===== config.mk =====
export PLATFORM = sky130hd
export DESIGN_NAME = conv33_window_gen
export DESIGN_NICKNAME = d
export VERILOG_FILES = /design/src/rtl/conv33_window_gen.sv
export SDC_FILE = /design/constraint.sdc
export NUM_CORES = 1
export LEC_CHECK = 0
export CORE_AREA = 2 2 147 149
export DETAILED_ROUTE_END_ITERATION = 7
export DIE_AREA = 0 0 149 151
export GPL_TIMING_DRIVEN = 0
export RECOVER_POWER = 100
export SETUP_SLACK_MARGIN = 0.02
export SLEW_MARGIN = 20
export SYNTH_ARGS = -nofsm -noshare
export SYNTH_HDL_FRONTEND = slang
export SYNTH_SLANG_ARGS = --single-unit

===== constraint.sdc =====
create_clock -name clk -period 5.31 [get_ports clk]
set_clock_uncertainty 0.1 [all_clocks]
set_input_delay 1.062 -clock clk [delete_from_list [all_inputs] [get_ports clk]]
set_output_delay 1.062 -clock clk [all_outputs]
set_load 0.01 [all_outputs]

===== src/rtl/conv33_window_gen.sv =====
// conv33_window_gen
// Streaming 3x3 window generator feeding conv33_6bit_PIM. Raster-ordered
// pixels enter one per handshake. Two line buffers hold the previous two
// rows, and every complete 3x3 neighbourhood is presented as nine parallel
// taps through a single registered output stage with backpressure.
//
// Ports:
//   clk, rst         - clock; synchronous active-high reset
//   in_pixel         - raster-order pixel (row-major, left to right)
//   in_valid         - in_pixel is valid
//   in_ready         - block accepts a pixel this cycle
//   win_0..win_8     - window taps, row-major; win_0 = (r-2,c-2), win_8 = (r,c)
//   out_valid        - taps hold a valid window
//   out_ready        - downstream consumes the window
//   out_row, out_col - coordinates of the window centre
//   frame_done       - one-cycle pulse after the last pixel of a frame
module conv33_window_gen #(
  parameter int DATA_W = 6,
  parameter int IMG_W  = 8,
  parameter int IMG_H  = 8,
  localparam int ROW_W = $clog2(IMG_H),
  localparam int COL_W = $clog2(IMG_W)
) (
  input  logic              clk,
  input  logic              rst,
  input  logic [DATA_W-1:0] in_pixel,
  input  logic              in_valid,
  output logic              in_ready,
  output logic [DATA_W-1:0] win_0,
  output logic [DATA_W-1:0] win_1,
  output logic [DATA_W-1:0] win_2,
  output logic [DATA_W-1:0] win_3,
  output logic [DATA_W-1:0] win_4,
  output logic [DATA_W-1:0] win_5,
  output logic [DATA_W-1:0] win_6,
  output logic [DATA_W-1:0] win_7,
  output logic [DATA_W-1:0] win_8,
  output logic              out_valid,
  input  logic              out_ready,
  output logic [ROW_W-1:0]  out_row,
  output logic [COL_W-1:0]  out_col,
  output logic              frame_done
);

  logic [DATA_W-1:0] lb0 [IMG_W];
  logic [DATA_W-1:0] lb1 [IMG_W];
  logic [DATA_W-1:0] shift_win [9];
  logic [DATA_W-1:0] next_win  [9];
  logic [DATA_W-1:0] out_win   [9];

  logic [ROW_W-1:0] r;
  logic [COL_W-1:0] c;

  logic accept;
  logic emit;
  logic last_col;
  logic last_row;

  // The input stalls whenever a window is held and not being consumed, even
  // if the incoming pixel would not itself produce a window.
  assign in_ready = !out_valid || out_ready;
  assign accept   = in_valid && in_ready;
  assign last_col = (c == COL_W'(IMG_W - 1));
  assign last_row = (r == ROW_W'(IMG_H - 1));

  // Gating on r>=2 and c>=2 ensures all nine taps belong to the current
  // frame, so stale buffer contents never reach the output.
  assign emit = accept && (r >= ROW_W'(2)) && (c >= COL_W'(2));

  // Post-shift window: each row moves left by one and the new right-hand
  // column comes from the line buffers (read before they are overwritten)
  // plus the incoming pixel.
  always_comb begin
    next_win[0] = shift_win[1];
    next_win[1] = shift_win[2];
    next_win[2] = lb1[c];
    next_win[3] = shift_win[4];
    next_win[4] = shift_win[5];
    next_win[5] = lb0[c];
    next_win[6] = shift_win[7];
    next_win[7] = shift_win[8];
    next_win[8] = in_pixel;
  end

  // Line buffers and the shift register carry no reset; their contents are
  // only observed through emit-gated loads.
  always_ff @(posedge clk) begin
    if (accept) begin
      lb1[c]    <= lb0[c];
      lb0[c]    <= in_pixel;
      shift_win <= next_win;
    end
  end

  // Raster counters, output register and frame pulse.
  always_ff @(posedge clk) begin
    if (rst) begin
      r          <= '0;
      c          <= '0;
      out_valid  <= 1'b0;
      frame_done <= 1'b0;
      out_row    <= '0;
      out_col    <= '0;
      for (int i = 0; i < 9; i++) out_win[i] <= '0;
    end else begin
      frame_done <= accept && last_row && last_col;

      if (accept) begin
        if (last_col) begin
          c <= '0;
          r <= last_row ? '0 : r + ROW_W'(1);
        end else begin
          c <= c + COL_W'(1);
        end
      end

      // A new window may replace one being consumed in the same cycle, which
      // keeps out_valid high with no bubble.
      if (emit) begin
        out_win   <= next_win;
        out_row   <= r - ROW_W'(1);
        out_col   <= c - COL_W'(1);
        out_valid <= 1'b1;
      end else if (out_ready) begin
        out_valid <= 1'b0;
      end
    end
  end

  assign win_0 = out_win[0];
  assign win_1 = out_win[1];
  assign win_2 = out_win[2];
  assign win_3 = out_win[3];
  assign win_4 = out_win[4];
  assign win_5 = out_win[5];
  assign win_6 = out_win[6];
  assign win_7 = out_win[7];
  assign win_8 = out_win[8];

endmodule


==> results.yml, run 1 <==
hold_path:
  holdPathStages: 0
  hold_start: "next_win[27]"
  hold_path.class: "reg2reg"
synthesis:
  avgSynthCellArea_um2: 14.8
  yosys.cell_types.count: 26
  synth_cells: 499
  yosys_warnings: 0
  ys_ff_latch: 203
  netlist_area_um2: 7370
  syn_nets: 517
  ys_seq_area_share_pct: 73.1
setup_path:
  path_buf_inv: 3
  r2r_start: "c[0]"
  cp-start-kind: "primary input"
  ff2ff_path_depth: 9
  slowest_delay_ns: 0.67
  cp_data_required_time_ns: 4.15
  criticalPathCategory: "in2out"
  crit_path_end_kind: "primary output"
  crit_top_cell: "dlygate4sd3_1"
  slowest_stage: "dlygate4sd3_1"
  critPathArrivalTime_ns: 2.64
  critical_path.max_fanout: 9
  crit_family: "buffers and inverters"
  crit_chain: "dlygate4sd3_1, nand2b_1, clkbuf_1, dlygate4sd3_1"
  cp-startpoint: "out_ready"
  crit_cells: 4
job:
  cap_violations: 0
placement:
  placed_area_um2: 8500
  place.gp.congestion: 0.812
  io_buffers: 70
  post-dp-hpwl_mm: 10.4
  dp.cells: 850
route:
  top_layer: "met4"
  met3_length_um: 530
  wirelength_mm: 15.2
  vias: 4166
  wl_met1_mm: 6.70
  routedWlPerCell_um: 17.2
  drt_pass1_iterations: 4
  post-route-drc-count: 0
  vias_per_cell: 4.70
  drtIter0Drc: 197
  antenna_left: 0
  met2_length_mm: 7.78
global_route:
  grt_usage_pct: 13.8
  grt_max_degree: 37
  antenna_found_initial: 0
  grt_overflow: 0
  grt_pass1_wl_mm: 23.6
  grt_pass1_vias: 4179
timing:
  final_hold_viol_count: 0
  fin_crit_sh_pct: 71.6
  worst_pin_slew_ns: 1.46
  period_minus_slack_ns: 3.80
  rsz0062_at_grt: "no"
  max-slew-margin-rel_pct: 2.66
  report.final.setup_viol: 0
  slew_viol_final: 0
  fin_hold_ws_ns: 0.348
  clock.fmax_ghz: 0.263
  tns_ns: 0
layout:
  layoutNonFillerInstCount: 887
  layout-drive-gt1-share_pct: 10.8
  final_util_pct: 43.3
  nNetsFinal: 616
  antennaDiodeCount: 0
  n_fill_cell: 1875
  finalInstanceArea_um2: 9030
  area_growth_pct: 22.5
run_status:
  status: "finished, final reports clean"
clock_tree:
  insertion_delay_ns: 0.49
  cts_buffers: 21
  htreeDepth: 1
  cts_root_buffer: "clkbuf_16"
  post_cts_resized: 0
  clockBufferDepth: 3
  cts_num_sinks: 203
  postCtsHoldBufs: 0
  clk_pin_slew_ns: 0.06
  tritoncts: "built"
  cts_setup_buffers: 0
die:
  die_x_um: 149
  row_count: 53
  initial_core_util_pct: 35.4
  io_pins: 73
  die-area_um2: 22500
  die_h_um: 151
  core_area_um2: 20800
power:
  p_per_area_nw_per_um2: 358
  static-leakage-power_nw: 3.14
  vdd_drop_max_mv: 0.160
==> flip-flops by register name, indices dropped and copies added, names as in the netlist, 6 cells and up, named ones only <==
register and cells:
win_2 6, lb0 48, win_0 6, win_6 6, win_3 6, lb1 48, win_7 6, win_5 6
win_8 6, win_1 6, win_4 6, next_win 36
==> cell usage in the layout (no fill, tap or decap) <==
master	instances
clkinvlp_4	1
nor3b_1	1
edfxtp_1	132
mux4_1	1
bufinv_16	1
buf_2	5
mux2_2	2
and4_1	1
buf_6	1
nand4_1	1
dfxtp_1	71
buf_12	2
a21oi_1	49
mux2_1	10
clkbuf_1	33
mux2i_1	4
nor2_1	33
inv_1	5
ha_1	8
xnor2_1	2
inv_6	1
clkbuf_16	21
clkinv_1	3
or3_1	4
a211oi_2	2
nor3_1	16
clkinv_2	6
clkinvlp_2	1
nand2_1	93
nor4_1	1
mux4_2	23
dlygate4sd3_1	70
nand2b_1	4
nand3_1	4
==> worst register-to-register path: stages, from the launching register on <==
cell and delay, ns:
dfxtp_1 0.33, clkbuf_1 0.28, inv_1 0.14, ha_1 0.21, or3_1 0.36, nand4_1 0.29
clkbuf_1 0.48, clkbuf_1 0.47, nand2_1 0.10, a21oi_1 0.17
==> cells in the mapped netlist (all sizes together) <==
cell type | instances | area [um^2]
nand2 | 93 | 349
dfxtp | 71 | 1420
mux4 | 24 | 544
nor2 | 33 | 124
ha | 8 | 100
nand3 | 4 | 20.0
edfxtp | 132 | 3960
mux2 | 12 | 135
inv | 5 | 18.8
clkbuf | 14 | 52.6
a21oi | 49 | 245
or3 | 4 | 25.0
mux2i | 4 | 40.0
buf | 18 | 150
and4 | 1 | 8.76
nor4 | 1 | 6.26
nor3b | 1 | 7.51
xnor2 | 2 | 17.5
nand2b | 4 | 25.0
nor3 | 16 | 80.1
nand4 | 1 | 6.26
a211oi | 2 | 25.0
==> area by class of cell <==
type | count | area [um^2] | area share, %
inverters | 5 | 18.8 | 0.208
clock inverters | 13 | 92.6 | 1.03
plain buffers | 32 | 166 | 1.84
well taps | 275 | 344 | 3.81
flip-flops and latches | 203 | 5390 | 59.7
clock buffers | 24 | 537 | 5.95
repair buffers | 76 | 723 | 8.01
multi-input cells | 259 | 1760 | 19.5
==> layer usage <==
metal | vias up | GRT usage (%)
met5 | - | 0
met4 | 0 | 3.24
met3 | 20 | 2.62
met2 | 74 | 24.2
met1 | 2068 | 17.8
li1 | 2004 | -
==> power breakdown <==
part / switching [mW] / internal [mW] / total, mW
clock network: 0.574 / 0.774 / 1.35
logic: 0.0834 / 0.0479 / 0.131
registers: 0.0142 / 1.74 / 1.75
==> path summary, 6_finish.rpt <==
kind	to	slack (ns)
setup reg to reg	win_0[0]	2.30
hold reg to reg	next_win[33]	0.35
setup / recovery	in_ready	1.51
hold / removal	next_win[33]	0.35
==> cells by family (layout without fill, tap and decap cells) <==
kind of cell | after synthesis | count (layout) | synth area share (%)
xor gates and xnor gates | 2 | 2 | 0.238
buffers and inverters | 37 | 150 | 3.01
and+or+nand+nor | 158 | 158 | 8.85
muxes | 40 | 40 | 9.77
AOI/OAI and AO/OA | 51 | 51 | 3.67
DFF | 203 | 203 | 73.1
adders and majority gates | 8 | 8 | 1.36
==> per-stage QoR <==
stage                     setup WS [ns]  power (mW)
final                              1.51        3.23
after global routing               1.38        3.34
after CTS                          1.79        3.27
after detailed placement           1.80        1.93
after global placement            0.417        1.92
after floorplan                    2.08        1.87
No activity file was read; power rests on OpenSTA's default activity.
==> inputs of run 2 (changes only) <==
==> constraint.sdc (replaced) <==
create_clock -name clk -period 3.5 [get_ports clk]
set_clock_uncertainty 0.1 [all_clocks]
set_input_delay 0.7 -clock clk [delete_from_list [all_inputs] [get_ports clk]]
set_output_delay 0.7 -clock clk [all_outputs]
set_load 0.01 [all_outputs]
==> run 2 against run 1 <==
Net effect:
- power rose by 52%
- cell count stayed put
- via count is 0.72% higher
- clock-buffer cell count did not move
- clock power up 52%
- critical path type unchanged
- critical endpoint unchanged
==> results.yml, run 2 (synthesis gave the netlist of run 1 again) <==
run_status:
  status: "finished, final reports clean"
power:
  power_mw: 4.91
  p_per_area_nw_per_um2: 542
  vdd_drop_max_mv: 0.242
  static-leakage-power_nw: 3.17
die:
  row_count: 53
  die_x_um: 149
  initial_core_util_pct: 35.4
  die-area_um2: 22500
  core_area_um2: 20800
  die_h_um: 151
  io_pins: 73
placement:
  place.gp.congestion: 0.812
  post-dp-hpwl_mm: 10.4
  io_buffers: 70
  dp_slack_ns: 0.510
layout:
  antennaDiodeCount: 0
  mostFrequentLayoutCells: "edfxtp_1, nand2_1, dfxtp_1, dlygate4sd3_1, a21oi_1"
  nNetsFinal: 616
  final_util_pct: 43.5
  area_growth_pct: 22.9
  final_common_cell: "edfxtp_1"
  layout-drive-gt1-share_pct: 12.1
timing:
  rsz0062_at_grt: "no"
  report.final.setup_viol: 0
  clock.fmax_ghz: 0.330
  fin_crit_sh_pct: 86.7
  worst_pin_slew_ns: 1.37
  max-slew-margin-rel_pct: 8.49
  period_minus_slack_ns: 3.03
  final_hold_viol_count: 0
  slew_viol_final: 0
  fin_ws_ns: 0.466
  fin_hold_ws_ns: 0.348
global_route:
  grt_pass1_wl_mm: 23.6
  grt_usage_pct: 13.8
  grt_pass1_vias: 4179
  grt_max_degree: 37
  antenna_found_initial: 0
  grt_overflow: 0
route:
  drtIter0Drc: 191
  vias: 4196
  met2_length_mm: 7.76
  wl_met1_mm: 6.65
  post-route-drc-count: 0
  routedWlPerCell_um: 17.2
  vias_per_cell: 4.73
  drt_pass1_iterations: 4
  top_layer: "met4"
  antenna_left: 0
  met3_length_um: 592
  wirelength_mm: 15.2
setup_path:
  path_buf_inv: 3
  crit_chain: "dlygate4sd3_1, nand2b_1, clkbuf_1, clkdlybuf4s50_1"
  slowest_stage: "clkdlybuf4s50_1"
  critical_path.max_fanout: 9
  slowest_delay_ns: 0.62
  critPathArrivalTime_ns: 2.23
  ff2ff_path_depth: 9
  criticalPathCategory: "in2out"
  cp_data_required_time_ns: 2.70
  crit_path_end_kind: "primary output"
  cp-start-kind: "primary input"
  crit_cells: 4
  crit_family: "buffers and inverters"
hold_path:
  hold_path.class: "reg2reg"
  holdPathStages: 0
clock_tree:
  clockBufferDepth: 3
  postCtsHoldBufs: 0
  insertion_delay_ns: 0.49
  clk_pin_slew_ns: 0.06
  cts_num_sinks: 203
  cts_setup_buffers: 0
  cts_root_buffer: "clkbuf_16"
  tritoncts: "built"
  cts_buffers: 21
  htreeDepth: 1
  post_cts_resized: 0
job:
  cap_violations: 0
[run 2: worst register-to-register path, stage by stage, from the launching register on]
cell	delay, ns
dfxtp_1	0.33
clkbuf_1	0.33
inv_1	0.15
ha_1	0.22
or3_1	0.36
nand4_1	0.29
clkbuf_1	0.48
buf_4	0.29
nand2_1	0.07
a21oi_1	0.15
[run 2: final timing paths]
check	slack, ns	to	start
max	0.47	in_ready	out_ready
min	0.35	next_win[33]	next_win[27]
max reg2reg	0.66	win_0[0]	c[0]
min reg2reg	0.35	next_win[33]	next_win[27]
[run 2: layer usage]
layer	vias up	global-route usage [%]
met3	20	2.62
met4	0	3.24
met5	-	0
met2	74	24.2
li1	2006	-
met1	2096	17.8
[run 2: stage by stage]
stage / cells / setup TNS (ns) / area, um^2
after floorplan: 499 / 0 / 7370
after global placement: 844 / -30.06 / 8410
after detailed placement: 850 / 0 / 8500
after CTS: 887 / 0 / 9130
after global routing: 887 / 0 / 9050
final: 887 / 0 / 9050
[run 2: power breakdown]
part / switching (mW) / internal [mW] / total (mW)
registers: 0.0219 / 2.64 / 2.66
clock network: 0.871 / 1.17 / 2.05
logic: 0.128 / 0.0735 / 0.201
[run 2: area by class of cell]
cell class	count	area (um^2)
Sequential cell	203	5390
Tap cell	275	344
Multi-Input combinational cell	259	1780
Fill cell	1871	11800
Buffer	32	170
Clock buffer	24	537
Timing Repair Buffer	76	726
Clock inverter	13	92.6
Inverter	5	18.8
